$ cat src/rtl/para_link_pkg.sv
// Shared definitions for the parameter byte-stream link (transmit and receive ends):
// type codes, payload lengths, the largest payload and the receiver state encoding.
package para_link_pkg;

  localparam logic [7:0] PARA_DS_SYNC  = 8'h20;
  localparam logic [7:0] PARA_MS_LS    = 8'h21;
  localparam logic [7:0] PARA_DS_STAT  = 8'h22;
  localparam logic [7:0] PARA_US_STAT  = 8'h23;
  localparam logic [7:0] PARA_US_CACHE = 8'h24;
  localparam logic [7:0] PARA_SW_INFO  = 8'h30;

  localparam int PARA_DS_SYNC_LEN  = 13;
  localparam int PARA_MS_LS_LEN    = 5;
  localparam int PARA_DS_STAT_LEN  = 44;
  localparam int PARA_US_STAT_LEN  = 52;
  localparam int PARA_US_CACHE_LEN = 6;
  localparam int PARA_SW_INFO_LEN  = 4;

  localparam int PARA_MAX_BYTES = 52;

  typedef enum logic [1:0] {
    ST_IDLE  = 2'd0,
    ST_RECV  = 2'd1,
    ST_CHECK = 2'd2,
    ST_DROP  = 2'd3
  } para_state_e;

  // Payload length in bytes for a type code; 0 marks an unknown type.
  function automatic int para_len(input logic [7:0] t);
    int len;
    case (t)
      PARA_DS_SYNC:  len = PARA_DS_SYNC_LEN;
      PARA_MS_LS:    len = PARA_MS_LS_LEN;
      PARA_DS_STAT:  len = PARA_DS_STAT_LEN;
      PARA_US_STAT:  len = PARA_US_STAT_LEN;
      PARA_US_CACHE: len = PARA_US_CACHE_LEN;
      PARA_SW_INFO:  len = PARA_SW_INFO_LEN;
      default:       len = 0;
    endcase
    return len;
  endfunction

endpackage

$ cat src/rtl/para_len_lut.sv
// Combinational type-code -> {payload length, type valid} lookup, shared by the
// parameter link transmitter and receiver.
module para_len_lut
  import para_link_pkg::*;
#(
  parameter int LEN_W = 8
) (
  input  logic [7:0]       i_type,
  output logic [LEN_W-1:0] o_len,
  output logic             o_valid
);

  int w_len;

  always_comb begin
    w_len   = para_len(i_type);
    o_len   = LEN_W'(w_len);
    o_valid = (w_len != 0);
  end

endmodule

$ cat src/rtl/para_frame_rx.sv
// Parameter link receiver: reassembles MSB-first byte bursts into per-type status
// registers and length-checks each frame. Optional trailing XOR check byte: PARA_RX_XOR_CHK_EN.
module para_frame_rx
  import para_link_pkg::*;
#(
  parameter int CNT_W     = 10,
  parameter int MAX_BYTES = PARA_MAX_BYTES
) (
  input  logic         sys_clk_i,
  input  logic         rst_n_i,
  input  logic [7:0]   i_para_type,
  input  logic [7:0]   rx_data_i,
  input  logic         rx_valid_i,
  output logic [103:0] ds_sync_data_o,
  output logic [39:0]  ms_ls_status_o,
  output logic [351:0] ds_statistics_o,
  output logic [415:0] us_statistics_o,
  output logic [47:0]  us_data_cache_cnt_o,
  output logic [31:0]  software_info_o,
  output logic         o_update,
  output logic [7:0]   o_update_type,
  output logic         o_len_err,
  output logic [15:0]  o_frame_cnt
);

`ifdef PARA_RX_XOR_CHK_EN
  localparam int CHK_BYTES = 1;
`else
  localparam int CHK_BYTES = 0;
`endif

  // Payload sits above the check byte when the check byte is present.
  localparam int ACC_BYTES = MAX_BYTES + CHK_BYTES;
  localparam int ACC_W     = 8 * ACC_BYTES;
  localparam int PAY_OFF   = 8 * CHK_BYTES;
  localparam logic [CNT_W-1:0] ACC_CNT = CNT_W'(ACC_BYTES);

  para_state_e        r_state;
  logic [CNT_W-1:0]   r_cnt;
  logic [ACC_W-1:0]   r_acc;
  logic [7:0]         r_type;
  logic               r_update;
  logic               r_len_err;
  logic [7:0]         r_update_type;
  logic [15:0]        r_frame_cnt;
  logic [103:0]       r_ds_sync;
  logic [39:0]        r_ms_ls;
  logic [351:0]       r_ds_stat;
  logic [415:0]       r_us_stat;
  logic [47:0]        r_us_cache;
  logic [31:0]        r_sw_info;

  logic [CNT_W-1:0]   w_len;
  logic               w_type_ok;
  logic [CNT_W-1:0]   w_exp_len;
  logic               w_xor_ok;
  logic               w_accept;
  logic [ACC_W-1:0]   w_acc_shift;

  para_len_lut #(
    .LEN_W (CNT_W)
  ) u_len_lut (
    .i_type  (r_type),
    .o_len   (w_len),
    .o_valid (w_type_ok)
  );

`ifdef PARA_RX_XOR_CHK_EN
  // Running XOR over payload and check byte; a good frame folds to zero.
  logic [7:0] r_xor;

  always_ff @(posedge sys_clk_i or negedge rst_n_i) begin
    if (!rst_n_i) begin
      r_xor <= 8'h00;
    end else if (rx_valid_i) begin
      if (r_state == ST_IDLE) begin
        r_xor <= rx_data_i;
      end else if ((r_state == ST_RECV) && (r_cnt != ACC_CNT)) begin
        r_xor <= r_xor ^ rx_data_i;
      end
    end
  end

  assign w_xor_ok = (r_xor == 8'h00);
`else
  assign w_xor_ok = 1'b1;
`endif

  assign w_exp_len   = w_len + CNT_W'(CHK_BYTES);
  assign w_accept    = w_type_ok && (r_cnt == w_exp_len) && w_xor_ok;
  assign w_acc_shift = {r_acc[ACC_W-9:0], rx_data_i};

  always_ff @(posedge sys_clk_i or negedge rst_n_i) begin
    if (!rst_n_i) begin
      r_state       <= ST_IDLE;
      r_cnt         <= '0;
      r_acc         <= '0;
      r_type        <= 8'h00;
      r_update      <= 1'b0;
      r_len_err     <= 1'b0;
      r_update_type <= 8'h00;
      r_frame_cnt   <= 16'h0000;
      r_ds_sync     <= '0;
      r_ms_ls       <= '0;
      r_ds_stat     <= '0;
      r_us_stat     <= '0;
      r_us_cache    <= '0;
      r_sw_info     <= '0;
    end else begin
      r_update  <= 1'b0;
      r_len_err <= 1'b0;
      case (r_state)
        ST_IDLE: begin
          if (rx_valid_i) begin
            r_type  <= i_para_type;
            r_acc   <= w_acc_shift;
            r_cnt   <= CNT_W'(1);
            r_state <= ST_RECV;
          end
        end
        ST_RECV: begin
          if (!rx_valid_i) begin
            r_state <= ST_CHECK;
          end else if (r_cnt == ACC_CNT) begin
            r_state <= ST_DROP;
          end else begin
            r_acc <= w_acc_shift;
            r_cnt <= r_cnt + CNT_W'(1);
          end
        end
        ST_CHECK: begin
          if (w_accept) begin
            r_update      <= 1'b1;
            r_update_type <= r_type;
            r_frame_cnt   <= r_frame_cnt + 16'd1;
            case (r_type)
              PARA_DS_SYNC:  r_ds_sync  <= r_acc[PAY_OFF +: 104];
              PARA_MS_LS:    r_ms_ls    <= r_acc[PAY_OFF +: 40];
              PARA_DS_STAT:  r_ds_stat  <= r_acc[PAY_OFF +: 352];
              PARA_US_STAT:  r_us_stat  <= r_acc[PAY_OFF +: 416];
              PARA_US_CACHE: r_us_cache <= r_acc[PAY_OFF +: 48];
              PARA_SW_INFO:  r_sw_info  <= r_acc[PAY_OFF +: 32];
              default: ;
            endcase
          end else begin
            r_len_err <= 1'b1;
          end
          // A byte arriving here starts a burst too early; it is thrown away whole.
          r_state <= rx_valid_i ? ST_DROP : ST_IDLE;
        end
        ST_DROP: begin
          if (!rx_valid_i) begin
            r_len_err <= 1'b1;
            r_state   <= ST_IDLE;
          end
        end
        default: r_state <= ST_IDLE;
      endcase
    end
  end

  assign ds_sync_data_o      = r_ds_sync;
  assign ms_ls_status_o      = r_ms_ls;
  assign ds_statistics_o     = r_ds_stat;
  assign us_statistics_o     = r_us_stat;
  assign us_data_cache_cnt_o = r_us_cache;
  assign software_info_o     = r_sw_info;
  assign o_update            = r_update;
  assign o_update_type       = r_update_type;
  assign o_len_err           = r_len_err;
  assign o_frame_cnt         = r_frame_cnt;

endmodule

$ cat config.mk
export PLATFORM = sky130hd
export DESIGN_NAME = para_frame_rx
export DESIGN_NICKNAME = d
export VERILOG_FILES = /design/src/rtl/para_link_pkg.sv /design/src/rtl/para_len_lut.sv /design/src/rtl/para_frame_rx.sv
export SDC_FILE = /design/constraint.sdc
export NUM_CORES = 2
export LEC_CHECK = 0
export CORE_AREA = 2 2 401 403
export DETAILED_ROUTE_END_ITERATION = 8
export DIE_AREA = 0 0 403 405
export GPL_ROUTABILITY_DRIVEN = 0
export GPL_TIMING_DRIVEN = 0
export PLACE_DENSITY = 0.54
export SYNTH_ARGS = -nofsm -noshare
export SYNTH_HDL_FRONTEND = slang
export SYNTH_SLANG_ARGS = --single-unit
$ cat constraint.sdc
create_clock -name sys_clk_i -period 3.47 [get_ports sys_clk_i]
set_clock_uncertainty 0.1 [all_clocks]
set_input_delay 0.5205 -clock sys_clk_i [delete_from_list [all_inputs] [get_ports sys_clk_i]]
set_output_delay 0.5205 -clock sys_clk_i [all_outputs]
set_load 0.02 [all_outputs]
==> impl_metrics.tcl <==
set metrics [dict create \
    clock_latency_ns 0.78 \
    cp-startpoint "r_type[3]" \
    achievable-frequency_mhz 297 \
    yosys.area_share.xor_xnor_pct 0.410 \
    yosys-mux-area-fraction_pct 30.7 \
    switching_power_mw 10.9 \
    worstHoldPathType "primary input to async pin" \
    synthDominantAreaCellType "dfrtp_1" \
    tritoncts_num_sinks 1454 \
    cts_hold_buffers 4 \
    setup.worst_path.class "flop to flop" \
    crit_path_max_fanout 11 \
    wire_length_of_the_first_global_routing_pass_mm 256 \
    core_um2 159000 \
    number_of_enable_flip_flop_cells_after_synthesis 0 \
    synthesis.area_per_instance_um2 17.3 \
    critical_path.n_buffers_inverters 5 \
    detailedRoute.firstIterationViolations 1412 \
    worstRegToRegCells 10 \
    global_route.usage.total_pct 21.7 \
    synth.top_cells.by_area "dfrtp_1 (66%), mux2_2 (21%), mux2_4 (7.6%)" \
    cts_tree "built" \
    syn_inst 3201 \
    synth_simple_gate_area_share_pct 1.11 \
    ys.flop_type "dfrtp_1" \
    nets 4439 \
    worst_path_dominant_cell_family "simple AND/OR/NAND/NOR gates" \
    layout_fillers 14100 \
    crit_slowest_cell "or4_1" \
    maxSlewViolCount 0 \
    peak_supply_drop_v 0.000452 \
    cts_root_buffer "clkbuf_16" \
    violations_in_the_final_reports "negative hold slack" \
    max_cap_viol_count 0 \
    worst_ep_required_time_ns 4.03 \
    final-instance-count-excl-fill 6636 \
    final_hold_fails 138 \
    crit_path_cell_trace "or4b_1, buf_4, o31ai_4, nand4_1, buf_4, or4_1, buf_8, buf_6, buf_6, mux2_4" \
    drt_wl_total_mm 179 \
    clk_pin_slew_ns 0.06 \
    hold_slack_ns -0.136 \
    dieArea_um2 163000 \
    setup_total_negative_slack_ns 0 \
    crit-reg2reg-capture "ds_statistics_o[294]" \
    grt_use_met3_pct 7.02 \
    grt_start_max_net_pins 174 \
    endpoint_kind "flop" \
    synth.top_cell.area_share_pct 65.5 \
    cts-htree-levels 4 \
    p_int_mw 29.9 \
    drc 0 \
    logic_gate_share_of_total_power_pct 6.3 \
    ys_seq_area_share_pct 65.5 \
    met2_capacity_usage_during_global_routing_pct 35.7 \
    seqPwrFrac_pct 51.2 \
    layout_setup_ws_ns 0.0996 \
    post_route_cells_drive_above_1_share_pct 38.9 \
    row_count 147 \
    dp.final_hpwl_mm 133 \
    placed_cells_incl_taps 6332 \
    pwr-share-clk_pct 42.5 \
    worst-slew-pin-transition_ns 1.06 \
    yosysWarnings 0 \
    drt_pre_antenna_iters 4 \
    floorplan.die.width_um 403 \
    power.switching_fraction_pct 26.8 \
    power.density_nw_per_um2 547 \
    grt_use_met1_pct 27.0 \
    route.detailed.wl_per_inst_um 27.0 \
    crit-reg2reg-launch "r_type[3]" \
    design.portCount 1037 \
    status "finished, violations left" \
    critical_path.max_stage_delay_ns 0.53 \
    synth_compound_gate_area_share_pct 0.216 \
    syn-num-nets 3223 \
    fp.dieH_um 405 \
    r2r_slack_ns 0.1 \
    period_minus_slack_ns 3.37 \
    detail_route.vias_per_cell 4.80 \
    antenna_found_initial 8 \
    logic_depth_of_the_worst_setup_path_including_buffers 10 \
    synthAdderAreaFrac_pct 0.0676 \
    drt.antenna.violating_nets 0 \
    overflow_after_grt 0 \
    post_synth_instance_area_um2 55500 \
    setup_viol 0 \
    first_global_vias 33400 \
    global_route.peak_usage_layer "met2" \
    floorplan.initialDensity_pct 34.9 \
    synth-seq-cells 1454 \
    final.period_utilization_pct 97.1 \
    worstSetupEndpoint "ds_statistics_o[294]" \
    cellLeakagePower_nw 36.3 \
    asyncSetResetFlopFracSynth_pct 100 \
    clock_tree.buffer_depth 3 \
    synth_cell_types 44 \
    dominant_combinational_cell_family_by_area_after_synthesis "multiplexers" \
    port_buffers 1036 \
    worst_setup_path_start_kind "flop" \
    area_growth_pct 34.5 \
    slew_headroom_pct 29.5 \
    dr_total_vias 31900 \
    cp_data_arrival_time_ns 3.93 \
    post-place-ws_ns -1.48 \
    cts_inserted_buffers 162 \
]
[worst min path at each step]
stage	end	depth (start not counted)
after floorplan	ds_statistics_o[0]	0
after global placement	o_update_type[5]	1
after detailed placement	ds_statistics_o[185]	1
after CTS	us_statistics_o[189]	3
after global routing	us_statistics_o[189]	3
final	us_statistics_o[189]	3
[logic make-up (layout without fill, tap and decap cells)]
kind of cell | count (synthesis) | count (layout)
buffers and inverters | 176 | 1520
flip-flops | 1454 | 1454
adder cells (fa/ha/maj) | 3 | 3
other | 0 | 5
XOR/XNOR | 26 | 26
AO/OA/AOI/OAI | 16 | 16
AND/OR/NAND/NOR | 105 | 105
multiplexers | 1421 | 1421
[synthesized netlist by cell type (2+ instances only)]
cell and n:
xor2_1 21, dfrtp_1 1454, a21oi_1 2, nand2b_1 4, clkbuf_1 53, a31oi_1 3
xnor2_1 5, nor4b_1 2, nand2_1 13, nor3_1 8, buf_2 51, nor2_1 15
nand4_1 7, and4_1 3, mux2_4 280, or4b_1 3, or4_1 3, ha_1 3
mux2_1 89, inv_1 6, buf_1 9, nand3_1 12, buf_6 38, o21ai_0 4
or2_2 3, buf_4 19, nor2b_1 4, mux2_2 1051, and3_1 4, nor4_1 18
[power by group through the flow]
stage | Combinational [mW] | Clock (mW) | Sequential [mW]
finish | 2.59 | 17.3 | 20.9
global route | 2.87 | 18.5 | 21.1
CTS | 2.61 | 17.8 | 21.0
detailed placement | 2.57 | 0 | 21.3
global placement | 2.31 | 0 | 21.4
floorplan | 1.83 | 0 | 19.6
[layer usage]
metal / part of all wire, % / routed length, um / up-vias
li1: - / - / 13900
met1: 41 / 74200 / 16900
met2: 48 / 86200 / 865
met3: 7.0 / 12600 / 256
met4: 3.3 / 5930 / 10
met5: 0.037 / 66 / -
[state kept, by name, indices dropped and copies added (netlist names)]
register	flops
r_acc	416
us_statistics_o	416
ds_statistics_o	352
ds_sync_data_o	104
us_data_cache_cnt_o	48
ms_ls_status_o	40
software_info_o	32
o_frame_cnt	16
r_cnt	10
o_update_type	8
r_type	8
r_state	2
o_len_err	1
o_update	1
[worst register-to-register path, delay by kind of cell, from the launching register on]
kind / cells / cell delay (ns)
compound gates: 1 / 0.24
buf+inv: 5 / 1.00
flops: 1 / 0.40
simple gates: 3 / 1.21
mux: 1 / 0.31
[placed cells by master, fill, tap and decap left out, types with 8 or more instances in the layout]
master	count
buf_1	9
buf_16	10
buf_2	25
buf_4	21
buf_6	52
buf_8	9
bufinv_16	8
clkbuf_1	50
clkbuf_16	164
clkbuf_2	32
clkbuf_4	9
clkbuf_8	43
clkdlybuf4s50_1	1035
clkinv_2	24
dfrtp_1	1454
mux2_1	89
mux2_2	1051
mux2_4	280
nand2_1	13
nand3_1	12
nor2_1	15
nor4_1	15
xor2_1	21
[what timing repair did]
action | 4_1_cts | 5_1_grt
pin swaps | 1 | 3
endpoints found under the hold margin | 174 | 116
endpoints found under the setup margin | 1390 | 898
buffers inserted | 4 | 3
gates resized for setup | 81 | 58
[cell type report]
| class | instances | area (um2) | area share, % |
|---|---|---|---|
| clock inverters | 48 | 583 | 0.781 |
| well taps | 2086 | 2610 | 3.50 |
| repair buffers | 1056 | 10800 | 14.4 |
| inverters | 6 | 22.5 | 0.0302 |
| diodes | 5 | 12.5 | 0.0168 |
| clock buffers | 244 | 4810 | 6.45 |
| flip-flops and latches | 1454 | 36400 | 48.7 |
| plain buffers | 166 | 1310 | 1.76 |
| multi-input cells | 1571 | 18100 | 24.3 |
[stage by stage]
step | util, % | hold WS [ns] | power [mW] | area [um2]
after floorplan | - | 0.125 | 21.4 | 55500
after global placement | 43.0 | 0.354 | 23.7 | 68500
after detailed placement | 43.2 | 0.262 | 23.8 | 68800
after CTS | 46.8 | -0.145 | 41.4 | 74500
after global routing | 46.9 | -0.102 | 42.5 | 74700
final | 46.9 | -0.136 | 40.8 | 74700
Note: power is estimated with default switching activity, not from simulation.
